$ cat src/rtl/noc_demux_pkg.sv
// Shared route-command encodings and branch indices for the NoC demux fabric.
package noc_demux_pkg;

  localparam logic [1:0] CMD_DROP = 2'b00;
  localparam logic [1:0] CMD_LOW  = 2'b01;
  localparam logic [1:0] CMD_HIGH = 2'b10;
  localparam logic [1:0] CMD_BOTH = 2'b11;

  localparam logic BRANCH_LOW  = 1'b0;
  localparam logic BRANCH_HIGH = 1'b1;

  // Each command bit selects one branch, so multicast is simply both bits set.
  function automatic logic routes_to(input logic [1:0] cmd, input logic branch);
    return cmd[branch];
  endfunction

endpackage

$ cat src/rtl/buffer_2entry_vr.sv
// Two-entry FIFO for one output branch; head data reads as zero when empty.
module buffer_2entry_vr #(
  parameter int DATA_WIDTH = 32
) (
  input  logic                  clk,
  input  logic                  rst,
  input  logic                  push,
  input  logic [DATA_WIDTH-1:0] push_data,
  input  logic                  pop,
  output logic [1:0]            count,
  output logic                  head_valid,
  output logic [DATA_WIDTH-1:0] head_data
);

  logic [DATA_WIDTH-1:0] mem [2];
  logic                  rd_ptr;
  logic                  wr_idx;
  logic                  do_pop;

  assign head_valid = (count != 2'd0);
  assign do_pop     = pop & head_valid;
  // With at most two entries, write index = rd_ptr + count mod 2.
  assign wr_idx     = rd_ptr ^ count[0];
  assign head_data  = head_valid ? mem[rd_ptr] : '0;

  always_ff @(posedge clk or posedge rst) begin
    if (rst) begin
      count  <= 2'd0;
      rd_ptr <= 1'b0;
    end else begin
      case ({push, do_pop})
        2'b10:   count <= count + 2'd1;
        2'b01:   count <= count - 2'd1;
        default: count <= count;
      endcase
      if (do_pop) rd_ptr <= ~rd_ptr;
    end
  end

  always_ff @(posedge clk) begin
    if (push) mem[wr_idx] <= push_data;
  end

endmodule

$ cat src/rtl/demux_1x2_buffered.sv
// Buffered 1-to-2 distributor: routes one valid/ready stream to low, high, both or drop.
module demux_1x2_buffered
  import noc_demux_pkg::*;
#(
  parameter int DATA_WIDTH    = 32,
  parameter int COMMAND_WIDTH = 2
) (
  input  logic                    clk,
  input  logic                    rst,
  input  logic                    i_en,
  input  logic [COMMAND_WIDTH-1:0] i_cmd,
  input  logic                    i_valid,
  input  logic [DATA_WIDTH-1:0]   i_data_bus,
  output logic                    o_ready,
  output logic [1:0]              o_valid,
  output logic [2*DATA_WIDTH-1:0] o_data_bus,
  input  logic [1:0]              i_ready
);

  // Handshake: a beat transfers on a rising edge where valid & ready are both 1.
  // o_ready comes only from i_en, i_cmd and registered counts, never from i_ready.
  logic [1:0] cnt_low, cnt_high;
  logic       room_low, room_high;
  logic       accept;
  logic       push_low, push_high;

  assign room_low  = (cnt_low  != 2'd2);
  assign room_high = (cnt_high != 2'd2);

  assign o_ready = i_en
                 & (~routes_to(i_cmd, BRANCH_LOW)  | room_low)
                 & (~routes_to(i_cmd, BRANCH_HIGH) | room_high);

  assign accept    = i_valid & o_ready;
  assign push_low  = accept & routes_to(i_cmd, BRANCH_LOW);
  assign push_high = accept & routes_to(i_cmd, BRANCH_HIGH);

  buffer_2entry_vr #(.DATA_WIDTH(DATA_WIDTH)) u_buf_low (
    .clk        (clk),
    .rst        (rst),
    .push       (push_low),
    .push_data  (i_data_bus),
    .pop        (i_ready[BRANCH_LOW]),
    .count      (cnt_low),
    .head_valid (o_valid[BRANCH_LOW]),
    .head_data  (o_data_bus[DATA_WIDTH-1:0])
  );

  buffer_2entry_vr #(.DATA_WIDTH(DATA_WIDTH)) u_buf_high (
    .clk        (clk),
    .rst        (rst),
    .push       (push_high),
    .push_data  (i_data_bus),
    .pop        (i_ready[BRANCH_HIGH]),
    .count      (cnt_high),
    .head_valid (o_valid[BRANCH_HIGH]),
    .head_data  (o_data_bus[DATA_WIDTH+:DATA_WIDTH])
  );

endmodule

$ cat config.mk
export PLATFORM = sky130hd
export DESIGN_NAME = demux_1x2_buffered
export DESIGN_NICKNAME = d
export VERILOG_FILES = /design/src/rtl/noc_demux_pkg.sv /design/src/rtl/buffer_2entry_vr.sv /design/src/rtl/demux_1x2_buffered.sv
export SDC_FILE = /design/constraint.sdc
export NUM_CORES = 1
export LEC_CHECK = 0
export BUFFER_PORTS_ARGS = -buffer_cell sky130_fd_sc_hd__buf_4
export CAP_MARGIN = 20
export CORE_UTILIZATION = 40
export DETAILED_ROUTE_END_ITERATION = 7
export PLACE_DENSITY = 0.7
export SLEW_MARGIN = 20
export SYNTH_ARGS = -nofsm -noshare
export SYNTH_HDL_FRONTEND = slang
export SYNTH_SLANG_ARGS = --single-unit
$ cat constraint.sdc
create_clock -name clk -period 3.8 [get_ports clk]
set_clock_uncertainty 0.1 [all_clocks]
set_input_delay 0 -clock clk [delete_from_list [all_inputs] [get_ports clk]]
set_output_delay 0 -clock clk [all_outputs]
set_load 0.02 [all_outputs]
==> results.sh, run 1 <==
export IMPL_status="finished clean"
export IMPL_synth_edf_count=128
export IMPL_syn_nets=354
export IMPL_setup_slack_ps=1377
export IMPL_pre_cts_ws_ps=1419
export IMPL_coreArea_sq_um=12670
export IMPL_clock_latency_ps=400
export IMPL_busiest_layer="met2"
export IMPL_ant_nets=0
export IMPL_p_clk_share_pct=26.7
export IMPL_rows=41
export IMPL_wl_mm=10.47
export IMPL_power_frac_comb_pct=39.5
export IMPL_fmax_ghz=0.4127
export IMPL_worstPathRequired_ps=4020
export IMPL_ctsResizeCount=0
export IMPL_grt_ovfl_total=0
export IMPL_syn_avg_cell_area_sq_um=16.79
export IMPL_relSlewSlack_pct=42.72
export IMPL_crit_type="reg -> reg"
export IMPL_fin_area_sq_um=7172
export IMPL_yosys_top_cells_area="edfxtp_1 73%, mux2i_1 12%, nor2_1 4.7%"
export IMPL_drv_max_cap_violation_count=0
export IMPL_grt_pass1_wl_mm=15.85
export IMPL_async_flop_share_pct=4.478
export IMPL_critical_path_cell_chain="nand3b_1 -> o211ai_4 -> inv_2 -> nand3_1 -> dlygate4sd3_1 -> ha_1 -> nor2_1 -> xor2_1"
export IMPL_worstReg2RegStart="u_buf_low.count[0]"
export IMPL_ctsHoldBuffers=40
export IMPL_synth_largest_type_area_fraction_pct=73.35
export IMPL_start_kind="register"
export IMPL_maxSlewViolCount=0
export IMPL_crit_path_top_delay_cell="dlygate4sd3_1"
export IMPL_drive_gt1_share_pct=32.15
export IMPL_clock_sinks=134
export IMPL_hold_violations=0
export IMPL_switching_power_uw=1991
export IMPL_synth_most_common_cell="edfxtp_1"
export IMPL_worstHoldEndpoint="u_buf_low.mem[1][23]"
export IMPL_drt_vias_per_instance=4.731
export IMPL_crit_fanout=5
export IMPL_syn_inst=312
export IMPL_grt_pass1_vias=3077
export IMPL_ys_seq_elements=134
export IMPL_clk_pin_slew_ps=60
export IMPL_fill_cells=1041
export IMPL_p_int_uw=3601
export IMPL_fin_nets=508
export IMPL_start_util_pct=41.35
export IMPL_die_area_sq_um=13560
export IMPL_drc=0
export IMPL_use_met3_pct=3.996
export IMPL_power_leakage_uw=0.002836
export IMPL_post_cts_buffers=0
export IMPL_final_cells=651
export IMPL_root_buffer="clkbuf_16"
export IMPL_cts_buffers=17
export IMPL_crit_buf_inv=2
export IMPL_rsz0062_at_grt="false"
export IMPL_placed_area_sq_um=6220
export IMPL_worstSetupEndpointType="register"
export IMPL_p_seq_share_pct=33.8
export IMPL_switching_share_pct=35.60
export IMPL_tightest_slew_ps=857.2
export IMPL_hpwl_mm=6.581
export IMPL_drt_iter0_drc=172
export IMPL_r2r_slack_ps=1380
export IMPL_rr_worst_depth=8
export IMPL_hold_depth=3
export IMPL_vdd_drop_max_mv=0.2795
export IMPL_period_share_pct=63.77
export IMPL_setup_viol=0
export IMPL_r2r_end="u_buf_high.count[1]"
export IMPL_fin_crit_ps=2423
export IMPL_synth_area_leader_cell="edfxtp_1"
export IMPL_die_width_um=116.5
export IMPL_htree_levels=4
export IMPL_io_buffers=106
export IMPL_num_io_pins=107
export IMPL_grt_max_degree=34
export IMPL_power_density_nw_per_um2=779.7
export IMPL_n_antenna_cell=0
export IMPL_wl_per_cell_um=16.08
export IMPL_cts_tree="yes"
export IMPL_drt_pass1_iter_count=4
export IMPL_ys_types=22
export IMPL_grt_antenna_before_repair=0
export IMPL_synth_commonest_cells="128 x edfxtp_1, 66 x nor2_1, 64 x mux2i_1, 9 x buf_4, 8 x buf_2"
export IMPL_cpLargestDelayFamily="buffers and inverters"
export IMPL_netlist_area_sq_um=5240
export IMPL_grtUsageMet2_pct=26.23
export IMPL_hp_start="i_en"
export IMPL_setup_tns_final_ps=0
export IMPL_die_y_um=116.5
export IMPL_yosysSeqAreaShare_pct=76.22
export IMPL_synthFlopType="edfxtp_1"
export IMPL_worstHoldPathType="in -> reg"
export IMPL_use_met1_pct=21.28
export IMPL_vias=3080
export IMPL_place_inst=579
export IMPL_yosysWarnings=0
export IMPL_gp_congestion=0.8072
export IMPL_groute_usage_overall_pct=16.22
export IMPL_cts_buffer_depth=2
export IMPL_syn_to_final_growth_pct=36.87
export IMPL_slowest_delay_ps=550
export IMPL_critPathArrivalTime_ps=2640
[metrics by stage]
step / total power, uW / hold WS [ps] / utilization, %
final: 5592 / 113.6 / 56.60
after global routing: 5851 / 115.9 / 56.60
after detailed placement: 4119 / -144.1 / 49.09
after floorplan: 3286 / -309.0 / -
after global placement: 4091 / -162.9 / 49.09
after CTS: 5648 / 94.07 / 56.60
[metal layers]
| layer | wire length [um] | share of wire (%) |
|---|---|---|
| met5 | 0 | 0 |
| met4 | 60 | 0.57 |
| met3 | 564 | 5.4 |
| met2 | 5170 | 49 |
| met1 | 4672 | 45 |
[worst reg2reg max path: cells and delay by family (launching register included)]
family | cells | cell delay (ps)
buffers and inverters | 2 | 670
xor gates and xnor gates | 1 | 150
AOI/OAI and AO/OA | 1 | 170
adders and majority gates | 1 | 330
and+or+nand+nor | 3 | 420
DFF | 1 | 490
[cell families after synthesis]
kind of cell,Yosys count,share of synthesized area (%)
muxes,64,12.23
xor gates and xnor gates,10,1.671
AOI/OAI and AO/OA,1,0.4059
buffers and inverters,21,2.340
DFF,134,76.22
and+or+nand+nor,80,6.662
adders and majority gates,2,0.4775
[placed cells by master (no fill, tap or decap), drive strengths merged]
master         n
inv            9
nand2          3
ha             2
nor3           2
xor2           6
xnor2          4
dlygate4sd3   40
clkinv         6
bufinv         1
clkinvlp       3
mux2i         64
nor3b          2
o211ai         1
clkbuf        17
nor2          68
edfxtp       128
nand3          2
and2           2
nand3b         1
buf          112
dfrtp          6
[worst max path at each step]
stage                  startpoint                   end  slack, ps  depth (start not counted)
2_1_floorplan  u_buf_low.count[0]  u_buf_high.mem[0][0]        300                          3
3_3_place_gp   u_buf_low.count[0]  u_buf_low.mem[1][17]       1500                          4
3_5_place_dp   u_buf_low.count[0]  u_buf_low.mem[1][22]       1420                          4
4_1_cts        u_buf_low.count[0]   u_buf_high.count[1]       1380                          8
5_1_grt        u_buf_low.count[0]   u_buf_high.count[1]       1250                          9
6_report       u_buf_low.count[0]   u_buf_high.count[1]       1380                          8
[state kept, by name (all words and copies together) (netlist names)]
register,flops
u_buf_low.rd_ptr,1
u_buf_low.count,2
u_buf_high.mem,64
u_buf_high.count,2
u_buf_high.rd_ptr,1
u_buf_low.mem,64
[cell type report]
type | count | area, sq um | area share (%)
inverter | 4 | 15.01 | 0.2094
tap | 172 | 215.2 | 3.001
sequential | 134 | 3996 | 55.72
timing repair buffer | 152 | 1241 | 17.31
clock inverter | 15 | 126.4 | 1.762
multi-input combinational | 157 | 1152 | 16.07
clock buffer | 17 | 425.4 | 5.932
[power by group through the flow]
stage	logic, uW	registers [uW]	clock network, uW
2_1_floorplan	1400	1890	0
5_1_grt	2370	1910	1580
6_report	2210	1890	1490
3_5_place_dp	2200	1920	0
3_3_place_gp	2180	1910	0
4_1_cts	2240	1890	1520
No activity file was read; power rests on OpenSTA's default activity.
==> run 2, diff against run 1 <==
Settings changed: ABC_AREA set to 1, PLACE_DENSITY 0.7 to 0.67.
Clock period 3.8 ns to 2.49 ns, I/O delays scaled along.
==> results.sh, run 2 <==
export IMPL_status="finished clean"
export IMPL_synth_compound_area_share_pct=6.518
export IMPL_fmax_ghz=0.4414
export IMPL_busiest_layer="met2"
export IMPL_critical_path_cell_chain="buf_4 -> clkinv_2 -> nand2_1 -> a21oi_1 -> buf_4"
export IMPL_die_area_sq_um=13510
export IMPL_cts_buffer_depth=2
export IMPL_crit_type="reg -> out"
export IMPL_synth_area_mux_share_pct=0
export IMPL_drt_pass1_iter_count=4
export IMPL_drive_gt1_share_pct=29.27
export IMPL_worstSetupEndpointType="primary output"
export IMPL_hold_violations=0
export IMPL_rows=41
export IMPL_crit_fanout=34
export IMPL_syn_avg_cell_area_sq_um=13.39
export IMPL_final_common_cell="nand2_1"
export IMPL_ys_types=18
export IMPL_critPathArrivalTime_ps=2170
export IMPL_drc=0
export IMPL_hpwl_mm=7.159
export IMPL_synth_commonest_cells="130 x nand2_1, 128 x edfxtp_1, 66 x a21oi_1, 13 x buf_2, 11 x buf_4"
export IMPL_power_leakage_uw=0.002749
export IMPL_ys_seq_elements=134
export IMPL_drt_vias_per_instance=4.789
export IMPL_relSlewSlack_pct=66.96
export IMPL_synth_xor_area_share_pct=1.342
export IMPL_wl_per_cell_um=16.29
export IMPL_grt_max_degree=35
export IMPL_yosysWarnings=0
export IMPL_period_share_pct=90.99
export IMPL_tightest_slew_ps=495.1
export IMPL_die_width_um=116.3
export IMPL_grt_ovfl_total=0
export IMPL_htree_levels=4
export IMPL_clk_pin_slew_ps=50
export IMPL_final_cells=722
export IMPL_worstReg2RegStart="u_buf_low.count[0]"
export IMPL_crit_path_top_delay_cell="clkinv_2"
export IMPL_holdWs_ps=52.42
export IMPL_root_buffer="clkbuf_16"
export IMPL_async_flop_share_pct=4.478
export IMPL_slowest_delay_ps=500
export IMPL_vdd_drop_max_mv=0.5438
export IMPL_synth_edf_count=128
export IMPL_worstPathRequired_ps=2390
export IMPL_groute_usage_overall_pct=18.42
export IMPL_cts_tree="yes"
export IMPL_yosys_top_cells_area="edfxtp_1 74%, nand2_1 9.3%, a21oi_1 6.3%"
export IMPL_drt_iter0_drc=236
export IMPL_synth_largest_type_area_fraction_pct=73.62
export IMPL_synth_simple_area_share_pct=11.57
export IMPL_crit_buf_inv=3
export IMPL_use_met3_pct=3.996
export IMPL_cp_common_cell="buf_4"
export IMPL_largestRegisters="u_buf_high.mem x64, u_buf_low.mem x64"
export IMPL_num_io_pins=107
export IMPL_use_met1_pct=24.61
export IMPL_syn_nets=432
export IMPL_gp_congestion=0.7158
export IMPL_n_antenna_cell=0
export IMPL_maxSlewViolCount=0
export IMPL_syn_to_final_growth_pct=36.81
export IMPL_grtUsageMet2_pct=29.55
export IMPL_cp_startpoint="u_buf_low.rd_ptr"
export IMPL_start_util_pct=41.21
export IMPL_netlist_area_sq_um=5221
export IMPL_synth_area_leader_cell="edfxtp_1"
export IMPL_die_y_um=116.3
export IMPL_syn_inst=390
export IMPL_place_inst=654
export IMPL_post_cts_buffers=0
export IMPL_yosysSeqAreaShare_pct=76.49
export IMPL_worstHoldPathType="in -> reg"
export IMPL_vias=3458
export IMPL_drv_max_cap_violation_count=0
export IMPL_coreArea_sq_um=12670
export IMPL_synthFlopType="edfxtp_1"
export IMPL_io_buffers=106
export IMPL_synth_most_common_cell="nand2_1"
export IMPL_clock_sinks=134
export IMPL_synth_top_family_by_area="simple AND/OR/NAND/NOR gates"
export IMPL_mostFrequentLayoutCells="130 x nand2_1, 128 x edfxtp_1, 114 x buf_4, 66 x a21oi_1, 36 x dlygate4sd3_1"
export IMPL_ant_nets=0
export IMPL_setup_viol=0
export IMPL_synth_adder_area_share_pct=0.4793
export IMPL_wl_mm=11.76
export IMPL_cts_buffers=17
export IMPL_clock_latency_ps=410
export IMPL_power_density_nw_per_um2=1241
export IMPL_grt_antenna_before_repair=0
export IMPL_start_kind="register"
export IMPL_fin_nets=579
export IMPL_grt_pass1_wl_mm=17.91
export IMPL_grt_pass1_vias=3282
export IMPL_rsz0062_at_grt="false"
export IMPL_fin_crit_ps=2266
export IMPL_cpLargestDelayFamily="buffers and inverters"
export IMPL_hp_start="i_cmd[1]"
-- run 2: cell types whose count changed after synthesis, moves of 3 or more --
cell / change
buf_2: +5
nor2_1: -61
inv_1: +7
xor2_1: -4
inv_2: -3
mux2i_1: -64
nand2_1: +127
a21oi_1: +66
-- run 2: area by class of cell --
type | count | area, sq um
Sequential cell | 134 | 3995
Clock buffer | 19 | 432.9
Fill cell | 1015 | 5528
Multi-Input combinational cell | 222 | 1070
Clock inverter | 13 | 132.6
Tap cell | 172 | 215.2
Inverter | 10 | 41.29
Timing Repair Buffer | 152 | 1256
-- run 2: repair_timing --
| action | CTS | global route |
|---|---|---|
| endpoints found under the hold margin | 136 | 0 |
| setup endpoints to repair | 0 | 2 |
| hold buffers | 36 | 0 |
| gates resized for setup | 0 | 1 |
-- run 2: power breakdown --
group | internal, uW | switching [uW] | leakage (uW) | total [uW]
registers | 2760 | 130 | 0.00123 | 2890
clock network | 1460 | 909 | 0.000271 | 2370
logic | 1290 | 2310 | 0.00125 | 3610
total | 5520 | 3350 | 0.00275 | 8870
-- run 2: routing by layer --
metal	part of all wire [%]	wire, um
met4	1.3	157
met1	44	5190
met5	0	0
met2	49	5713
met3	5.9	699
-- run 2: cell families after synthesis --
logic type / Yosys count
fa+ha+maj: 2
simple gates: 144
xor+xnor: 8
compound gates: 68
flops: 134
buf+inv: 34
-- run 2: final timing paths --
kind | end | cells after the start | slack [ps]
min | u_buf_high.mem[1][2] | 3 | 50
min reg2reg | u_buf_high.count[1] | 1 | 490
max | o_data_bus[6] | 5 | 220
max reg2reg | u_buf_low.mem[0][21] | 4 | 440
max in group asynchronous | u_buf_low.rd_ptr | 4 | 1550
min in group asynchronous | u_buf_high.count[1] | 4 | 530
-- run 2: worst min-delay path, stage by stage --
cell     delay [ps]
buf_4           130
nand4_2         160
nor2_4          100
-- run 2: through the flow --
step | utilization (%) | worst slack [ps] | power (uW) | cell area [sq um] | TNS (ps)
after global routing | 56.37 | 28.37 | 9315 | 7143 | 0
after CTS | 56.36 | 142.2 | 8938 | 7142 | 0
after floorplan | - | -209.0 | 5083 | 5221 | -26700
after detailed placement | 49.06 | 423.3 | 6526 | 6216 | 0
after global placement | 49.06 | 534.0 | 6476 | 6216 | 0
final | 56.37 | 224.4 | 8867 | 7143 | 0
